File: src/rtl/shift_seq_pkg.sv
// Shared encodings for the multi-cycle shift sequencer: op codes, FSM states
// and the number of binary-weighted shift stages.
package shift_seq_pkg;

  localparam int NUM_STAGES = 5;

  typedef enum logic [1:0] {
    OP_SLL = 2'b00,
    OP_SRL = 2'b01,
    OP_SRA = 2'b10,
    OP_ILL = 2'b11
  } op_e;

  typedef enum logic [1:0] {
    S_IDLE  = 2'b00,
    S_SHIFT = 2'b01,
    S_DONE  = 2'b10
  } state_e;

endpackage

File: src/rtl/shift_sequencer_if.sv
// Start/result handshake bundle shared by the execute-stage long-latency units.
interface shift_sequencer_if #(
  parameter int WIDTH = 32
);

  logic             ctrl_start;
  logic [1:0]       ctrl_op;
  logic [WIDTH-1:0] data_operand;
  logic [4:0]       data_shamt;
  logic [WIDTH-1:0] data_result;
  logic             data_resultRDY;
  logic             data_exception;
  logic             busy;

  modport master (
    output ctrl_start, ctrl_op, data_operand, data_shamt,
    input  data_result, data_resultRDY, data_exception, busy
  );

  modport slave (
    input  ctrl_start, ctrl_op, data_operand, data_shamt,
    output data_result, data_resultRDY, data_exception, busy
  );

endinterface

File: src/rtl/shift_stage_unit.sv
// One combinational shift stage: shifts by 2^index, left with zero fill or
// right with zero/sign fill.
module shift_stage_unit
  import shift_seq_pkg::*;
#(
  parameter int WIDTH = 32
) (
  input  logic [WIDTH-1:0] i_value,
  input  logic [2:0]       i_index,
  input  logic             i_left,
  input  logic             i_arith,
  output logic [WIDTH-1:0] o_value
);

  logic [WIDTH-1:0] w_cand [NUM_STAGES];
  logic             w_fill;

  // Right shifts take the sign from the value itself; it never changes across stages.
  assign w_fill = i_arith & i_value[WIDTH-1];

  for (genvar gi = 0; gi < NUM_STAGES; gi++) begin : g_stage
    localparam int SH = 1 << gi;
    assign w_cand[gi] = i_left ? {i_value[WIDTH-1-SH:0], {SH{1'b0}}}
                               : {{SH{w_fill}}, i_value[WIDTH-1:SH]};
  end

  assign o_value = (i_index < 3'(NUM_STAGES)) ? w_cand[i_index] : i_value;

endmodule

File: src/rtl/shift_sequencer.sv
// Shift unit that walks one shared stage through 16/8/4/2/1 over five cycles,
// giving a fixed six-cycle start-to-result latency.
module shift_sequencer
  import shift_seq_pkg::*;
#(
  parameter int WIDTH = 32
) (
  input  logic             clock,
  input  logic             reset,
  shift_sequencer_if.slave bus
);

  state_e           r_state;
  logic [2:0]       r_index;
  logic [4:0]       r_shamt;
  op_e              r_op;
  logic [WIDTH-1:0] r_work;
  logic [WIDTH-1:0] r_result;
  logic             r_rdy;
  logic             r_exc;
  logic             r_busy;

  state_e           w_state_next;
  logic [2:0]       w_index_next;
  logic [4:0]       w_shamt_next;
  op_e              w_op_next;
  logic [WIDTH-1:0] w_work_next;
  logic [WIDTH-1:0] w_result_next;
  logic             w_rdy_next;
  logic             w_exc_next;
  logic             w_busy_next;
  logic             w_accept;
  logic             w_last;
  logic [WIDTH-1:0] w_stage_out;

  shift_stage_unit #(.WIDTH(WIDTH)) u_stage (
    .i_value (r_work),
    .i_index (r_index),
    .i_left  (r_op == OP_SLL),
    .i_arith (r_op == OP_SRA),
    .o_value (w_stage_out)
  );

  assign w_accept = bus.ctrl_start && (r_state == S_IDLE || r_state == S_DONE);
  assign w_last   = (r_state == S_SHIFT) && (r_index == 3'd0);

  always_comb begin
    w_state_next = r_state;
    w_index_next = r_index;
    w_shamt_next = r_shamt;
    w_op_next    = r_op;
    w_work_next  = r_work;

    unique case (r_state)
      S_IDLE, S_DONE: begin
        if (w_accept) begin
          w_state_next = S_SHIFT;
          w_index_next = 3'(NUM_STAGES - 1);
          w_shamt_next = bus.data_shamt;
          w_op_next    = op_e'(bus.ctrl_op);
          w_work_next  = bus.data_operand;
        end else begin
          w_state_next = S_IDLE;
        end
      end
      S_SHIFT: begin
        // An illegal op leaves the operand untouched so it comes back as the result.
        if (r_shamt[r_index] && r_op != OP_ILL) begin
          w_work_next = w_stage_out;
        end
        if (r_index == 3'd0) begin
          w_state_next = S_DONE;
          w_index_next = 3'(NUM_STAGES - 1);
        end else begin
          w_index_next = r_index - 3'd1;
        end
      end
      default: begin
        w_state_next = S_IDLE;
        w_index_next = 3'(NUM_STAGES - 1);
      end
    endcase

    w_rdy_next    = w_last;
    w_exc_next    = w_last && (r_op == OP_ILL);
    w_busy_next   = (w_state_next == S_SHIFT);
    w_result_next = w_last ? w_work_next : r_result;
  end

  always_ff @(posedge clock) begin
    if (reset) begin
      r_state  <= S_IDLE;
      r_index  <= 3'(NUM_STAGES - 1);
      r_shamt  <= '0;
      r_op     <= OP_SLL;
      r_work   <= '0;
      r_result <= '0;
      r_rdy    <= 1'b0;
      r_exc    <= 1'b0;
      r_busy   <= 1'b0;
    end else begin
      r_state  <= w_state_next;
      r_index  <= w_index_next;
      r_shamt  <= w_shamt_next;
      r_op     <= w_op_next;
      r_work   <= w_work_next;
      r_result <= w_result_next;
      r_rdy    <= w_rdy_next;
      r_exc    <= w_exc_next;
      r_busy   <= w_busy_next;
    end
  end

  assign bus.data_result    = r_result;
  assign bus.data_resultRDY = r_rdy;
  assign bus.data_exception = r_exc;
  assign bus.busy           = r_busy;

endmodule

File: src/flat_wrapper.sv
// flat-port wrapper written by rule: the top's interface ports become plain ports
module shift_sequencer_flat import shift_seq_pkg::*;
#(
  parameter int WIDTH = 32
)
  (clock, reset, bus_ctrl_start, bus_ctrl_op, bus_data_operand, bus_data_shamt, bus_data_result, bus_data_resultRDY, bus_data_exception, bus_busy);
  shift_sequencer_if #(.WIDTH(WIDTH)) bus_i ();
  input  logic clock;
  input  logic reset;
  input wire logic [$bits(bus_i.ctrl_start)-1:0] bus_ctrl_start;
  input wire logic [$bits(bus_i.ctrl_op)-1:0] bus_ctrl_op;
  input wire logic [$bits(bus_i.data_operand)-1:0] bus_data_operand;
  input wire logic [$bits(bus_i.data_shamt)-1:0] bus_data_shamt;
  output wire logic [$bits(bus_i.data_result)-1:0] bus_data_result;
  output wire logic [$bits(bus_i.data_resultRDY)-1:0] bus_data_resultRDY;
  output wire logic [$bits(bus_i.data_exception)-1:0] bus_data_exception;
  output wire logic [$bits(bus_i.busy)-1:0] bus_busy;
  assign bus_i.ctrl_start = bus_ctrl_start;
  assign bus_i.ctrl_op = bus_ctrl_op;
  assign bus_i.data_operand = bus_data_operand;
  assign bus_i.data_shamt = bus_data_shamt;
  assign bus_data_result = bus_i.data_result;
  assign bus_data_resultRDY = bus_i.data_resultRDY;
  assign bus_data_exception = bus_i.data_exception;
  assign bus_busy = bus_i.busy;
  shift_sequencer #(.WIDTH(WIDTH)) u_core (.clock(clock), .reset(reset), .bus(bus_i));
endmodule
File: config.mk
export PLATFORM = sky130hd
export DESIGN_NAME = shift_sequencer_flat
export DESIGN_NICKNAME = d
export VERILOG_FILES = /design/src/rtl/shift_seq_pkg.sv /design/src/rtl/shift_sequencer_if.sv /design/src/rtl/shift_stage_unit.sv /design/src/rtl/shift_sequencer.sv /design/src/flat_wrapper.sv
export SDC_FILE = /design/constraint.sdc
export NUM_CORES = 1
export LEC_CHECK = 0
export ABC_AREA = 0
export BUFFER_PORTS_ARGS = -buffer_cell sky130_fd_sc_hd__buf_4
export CAP_MARGIN = 40
export CELL_PAD_IN_SITES_DETAIL_PLACEMENT = 0
export CELL_PAD_IN_SITES_GLOBAL_PLACEMENT = 1
export CORE_MARGIN = 2
export CORE_UTILIZATION = 35
export CTS_CLUSTER_SIZE = 14
export DETAILED_ROUTE_END_ITERATION = 8
export PLACE_DENSITY = 0.77
export SETUP_SLACK_MARGIN = 0.02
export SLEW_MARGIN = 0
export SYNTH_ARGS = -nofsm -noshare
export SYNTH_HDL_FRONTEND = slang
export SYNTH_HIERARCHICAL = 1
export SYNTH_SLANG_ARGS = --single-unit
File: constraint.sdc
create_clock -name clock -period 2.4 [get_ports clock]
set_clock_uncertainty 0.2 [all_clocks]
set_input_delay 0.12 -clock clock [delete_from_list [all_inputs] [get_ports clock]]
set_output_delay 0.12 -clock clock [all_outputs]
set_load 0.05 [all_outputs]
# [Word-level counts from Yosys, hierarchy flattened]
# Cells that the tools add are included.
# Widths: inputs -> output; s select.
[totals] latch_bits=0 regBits=79 input_bits=42 mem_bits_rw=0 rom_bits=0 output_inout_bits=35 n_memories=0
[op_classes] n_mul=0 add_sub_neg=1 n_mux=20 n_bitwise=2 eq_ne=7 n_shift=0 n_reduce_logical=10 n_div=0 n_lt_le_gt_ge=3
[ops] op="$mux 32" count=10
[ops] op="$bmux 32 s3" count=1
[ops] op="$pmux 32 s2" count=1
[ops] op="$eq 2x2->1 const B" count=3
[ops] op="$mux 3" count=2
[ops] op="$pmux 3 s2" count=1
[ops] op="$eq 2x1->1 const B" count=2
[ops] op="$ge 4x4->1 const B" count=1
[ops] op="$logic_and 1x1->1" count=4
[ops] op="$logic_not 2->1" count=2
[ops] op="$lt 3x4->1 const B" count=1
[ops] op="$not 3->4" count=1
[ops] op="$pmux 2 s2" count=1
[ops] op="$bmux 1 s3" count=1
[ops] op="$logic_not 3->1" count=1
[ops] op="$lt 3x3->1 const B" count=1
[ops] op="$sub 3x1->3 const B" count=1
[ops] op="$mux 1" count=2
[ops] op="$mux 2" count=1
[ops] op="$ne 2x1->1 const B" count=1
[ops] op="$ne 2x2->1 const B" count=1
[ops] op="$reduce_and 2->1" count=1
[ops] op="$reduce_or 2->1" count=1
[ops] op="$and 1x1->1" count=1
[ops] op="$logic_or 1x1->1" count=1

# [Longest topological paths before layout]
[depth] ltp_word=9 mapped_depth=11

# [By module]
# Netlist, hierarchy kept.
[by_module_without_submodules] module="shift_sequencer" n_inst=1 area_per_inst_um2=4047.6 cells_per_inst=457
[by_module_without_submodules] module="shift_stage_unit" n_inst=1 area_per_inst_um2=2493.6 cells_per_inst=312

# [Worst setup path before layout]
# No wires, ideal clock.
[synth_path] path_kind="register to register" start="register u_core.r_op[1]" end="register u_core.r_work[8]" stages_incl_launch_ff=9 n_path_buf=2 required_ps=2063 setup_slack_ps=234 arrival_time_ps=1829 period_less_slack_ps=2166 setup_time_ps=137 path_cell_list="dfxtp_1 nor2_1 buf_6 buf_2 mux4_2 a22oi_1 o21ai_0 nand3_1 o221ai_1"
[synth_via] elab_chain_cells=8 word_cells_on_any_way=14 cone_classes="eq/ne (1); mux (11); reduce/logical (2)"
[synth_rtl] element="from (decl)" line="shift_sequencer.sv:16" rtl="op_e r_op;"
[synth_rtl] element="from (signal assigned)" line="shift_sequencer.sv:105" rtl="r_op <= w_op_next;"
[synth_rtl] element="$logic_not 2->1 *" line="shift_sequencer.sv:39" rtl=".i_left (r_op == OP_SLL),"
[synth_rtl] element="$mux 32" line="shift_stage_unit.sv:23" rtl="assign w_cand[gi] = i_left ? {i_value[WIDTH-1-SH:0], {SH{1'b0}}}"
[synth_rtl] element="$bmux 32 s3 *" line="shift_stage_unit.sv:27" rtl="assign o_value = (i_index < 3'(NUM_STAGES)) ? w_cand[i_index] : i_value;"
[synth_rtl] element="$mux 32 (not written as such) * (2 in series)" line="shift_stage_unit.sv:27"
[synth_rtl] element="$mux 32 *" line="shift_stage_unit.sv:27"
[synth_rtl] element="net u_core.w_stage_out[8]" line="shift_sequencer.sv:34" rtl="logic [WIDTH-1:0] w_stage_out;"
[synth_rtl] element="$mux 32 *" line="shift_sequencer.sv:68" rtl="if (r_shamt[r_index] && r_op != OP_ILL) begin"
[synth_rtl] element="$pmux 32 s2 *" line="shift_sequencer.sv:54" rtl="unique case (r_state)"
[synth_rtl] element="to (signal assigned)" line="shift_sequencer.sv:106" rtl="r_work <= w_work_next;"
[synth_rtl] element="to (decl)" line="shift_sequencer.sv:17" rtl="logic [WIDTH-1:0] r_work;"
# The timed path passes the listed nets; every way through them passes the cells marked *. The select of a mux whose other input is x is not followed.
# A chain may end at the register's enable or synchronous reset.

# [Worst setup path in the final report]
[layout_path] start="register u_core.r_op[1]" end="register u_core.r_result[25], in the netlist u_core/bus.data_result[25]"
[layout_via] elab_chain_cells=9 word_cells_on_any_way=16 cone_classes="eq/ne (2); mux (11); bitwise (1); reduce/logical (2)"
[layout_rtl] element="$eq 2x2->1" line="shift_sequencer.sv:40" rtl=".i_arith (r_op == OP_SRA),"
[layout_rtl] element="$and 1x1->1" line="shift_stage_unit.sv:19" rtl="assign w_fill = i_arith & i_value[WIDTH-1];"
[layout_rtl] element="$mux 32" line="shift_stage_unit.sv:23"
[layout_rtl] element="$bmux 32 s3 *" line="shift_stage_unit.sv:27"
[layout_rtl] element="$mux 32 (not written as such) * (2 in series)" line="shift_stage_unit.sv:27"
[layout_rtl] element="$mux 32 *" line="shift_stage_unit.sv:27"
[layout_rtl] element="net u_core.w_stage_out[25]" line="shift_sequencer.sv:34"
[layout_rtl] element="$mux 32 *" line="shift_sequencer.sv:68"
[layout_rtl] element="$pmux 32 s2 *" line="shift_sequencer.sv:54"
[layout_rtl] element="to (signal assigned)" line="shift_sequencer.sv:107" rtl="r_result <= w_result_next;"
[layout_rtl] element="to (decl)" line="shift_sequencer.sv:18" rtl="logic [WIDTH-1:0] r_result;"
# Marked as above.

==> results.cfg <==
[layout]
drive_gt1_frac = 0.260
syn_to_final_growth_pct = 27.3
diodes = 0
utilization = 0.459
final_cell_area_mm2 = 0.00833
fin_nets = 902
instances_no_fill = 1094

[sta]
max_freq_mhz = 429
tightest_slew_ns = 0.762
fin_crit_ns = 2.33
final.period_utilization = 0.971
rsz0062_at_grt = yes
slew_headroom = 0.490
finalMaxSlewViolations = 0
hold_violations = 0
setup_violations = 0
finalSetupTns_ns = 0

[clocking]
cts_buffer_depth = 2
cts_tree = yes
clk_latency_ns = 0.36
cts_made_buffers = 9
clock-sinks = 79
htreeDepth = 3
path_clk_slew_ns = 0.06
cts-root-buf = clkbuf_16

[synthesis]
synth_top_area_cell = dfxtp_1
synth_fp_nets = 811
syn-cell-area_mm2 = 0.00654
async_reset_ff_frac = 0
synth-edff-count = 0
post_synth.cell_area_avg_um2 = 8.51
yosys.area.top_type_share = 0.242
synth_ff_type = dfxtp_1
ys_seq_elements = 79
ys_seq_area_frac = 0.242
yosysWarnings = 6
netlist_instances = 769
synth.area.top_cells = dfxtp_1 (24%), mux4_2 (13%), a21oi_1 (5.1%)
ys_types = 58

[setup_path]
cp-start-kind = register
cpPeakStageDelay_ns = 0.45
worstPathArrival_ns = 2.41
worstPathRequired_ns = 2.48
path_class = register to register
cp_max_fo = 11
end_kind = register
critPathSlowestCell = or3b_2
crit_chain = nor2_4, buf_4, clkbuf_16, or3b_2, o221ai_1, o22ai_1, a21oi_1, nand4_1, a31oi_1

[place]
place_area_mm2 = 0.00744
gp_congestion = 0.956
dp_hpwl_um = 15700
numPortBuffers = 76
dpl.cell_count = 1024

[route]
drc = 0
first_iter_violations = 862
drt_wl_total_um = 24400
wl_per_cell_um = 22.3
dr.pass1.iters = 6
via_count = 7236
postRouteAntennaNets = 0
via_per_inst = 6.61

[global_routing]
grt_overflow = 0
grt_usage = 0.240
grt_pass1_wl_um = 38300
antenna_found_initial = 0
grt_pass1_vias = 6615
grt_max_degree = 65

[job]
drv_cap = 0

[pwr]
pwr-share-comb = 0.343
swShare = 0.354
power_density_mw_per_mm2 = 590
p_sw_mw = 1.74
pwr-share-seq = 0.329
p_int_mw = 3.17
p_total_mw = 4.92
ir_drop_mv = 0.447
power.share.clock = 0.328
leakage_nw = 3.08

[worst_hold_path]
min-delay-path-class = input port to register

[die]
core_area_mm2 = 0.0181
chipWidth_um = 141
start_util = 0.360
fp-row-count = 49
fp.dieH_um = 141
boundaryPins = 77
floorplan.die_area_mm2 = 0.0198

[status]
status = completed
==> registers in the layout (all words and copies together), names as in the netlist <==
name                       flops
u_core/r_index                 3
u_core/bus.data_result        32
u_core/bus.busy                1
u_core/r_work                 32
u_core/r_op                    2
u_core/bus.data_resultRDY      1
u_core/r_state                 2
u_core/bus.data_exception      1
u_core/r_shamt                 5
==> metrics by stage <==
step / setup slack, ns / hold WS [ns]
finish: 0.0707 / 0.0146
detailed placement: 0.102 / 0.177
global route: 0.0120 / 0.0477
CTS: 0.0777 / 0.00753
global placement: 0.121 / 0.173
floorplan: 0.234 / 0.0560
==> power by group through the flow <==
stage	combinational (mW)	clock, mW	sequential (mW)
after floorplan	1.03	0	1.61
after global placement	1.53	0	1.64
after detailed placement	1.54	0	1.64
after CTS	1.60	1.63	1.61
after global routing	1.79	1.69	1.63
final	1.69	1.61	1.62
==> kinds of logic after synthesis <==
group	Yosys count	synth area share
compound gates	350	0.362
simple gates	163	0.134
flops	79	0.242
mux	59	0.169
buf+inv	118	0.0935
==> cell usage in the layout (no fill, tap or decap), types with 7 or more instances in the layout <==
cell type,count
o211ai_1,30
o221ai_1,34
nand2_1,33
inv_1,9
o22ai_1,11
dfxtp_1,78
nand4_1,32
o21bai_1,32
dlygate4sd3_1,40
a31oi_1,33
mux2i_1,18
clkbuf_16,11
nand3_1,39
buf_12,11
a22oi_1,40
a21oi_1,67
and3_1,7
mux4_2,38
nand2b_1,10
o21ai_1,8
buf_4,133
o21ai_0,57
nor2_1,14
==> path summary, 6_finish.rpt <==
path,slack [ns],to,cells after the start,from
setup reg to reg,0.07,u_core/bus.data_result[25],9,u_core/r_op[1]
hold reg to reg,0.26,u_core/r_shamt[4],2,u_core/r_shamt[4]
hold / removal,0.01,u_core/r_index[0],2,reset
setup / recovery,0.07,u_core/bus.data_result[25],9,u_core/r_op[1]
==> Yosys cell counts (3+ instances only) <==
cell type  instances
nand2_1           34
buf_6              7
o211ai_1          30
o21ai_0           57
a31oi_1           33
o21ai_1            8
clkbuf_1          45
a2111oi_0          4
o211ai_2           6
o2bb2ai_1          3
inv_1              9
o221ai_1          34
nand4_1           32
nand2b_1          10
a21o_1             5
mux4_2            38
and3_1             7
buf_1              4
a21oi_1           67
nor2b_1            8
buf_2             34
nand3_1           39
dfxtp_1           79
o21bai_1          32
buf_4             15
mux2i_1           18
nor2_1            17
a211oi_1           6
a22oi_1           40
o22ai_1           11
==> timing repair <==
| action | 4_1_cts | 5_1_grt |
|---|---|---|
| resized for setup | 0 | 3 |
| buffers inserted | 0 | 12 |
| endpoints found under the hold margin | 41 | 0 |
| hold buffers | 40 | 0 |
| setup endpoints to repair | 0 | 14 |
==> worst max-delay path: cells and delay by family (launching register included) <==
kind | cells | cell delay [ns]
compound gates | 4 | 0.65
simple gates | 3 | 0.69
buf+inv | 2 | 0.32
flops | 1 | 0.40
==> routing by layer <==
metal | GRT usage | routed length [um] | up-vias
li1 | - | - | 3248
met1 | 0.345 | 10500 | 3449
met2 | 0.355 | 10800 | 461
met3 | 0.0577 | 2380 | 78
met4 | 0.0737 | 743 | 0
met5 | 0 | 0 | -
==> final cells by class <==
type,count,area (um^2)
clock buffer,11,233
clock inverter,5,106
tap,229,287
sequential,79,1590
multi-input combinational,572,4380
fill,1754,9820
inverter,9,33.8
timing repair buffer,189,1710
Power figures use the tool's default switching activity.
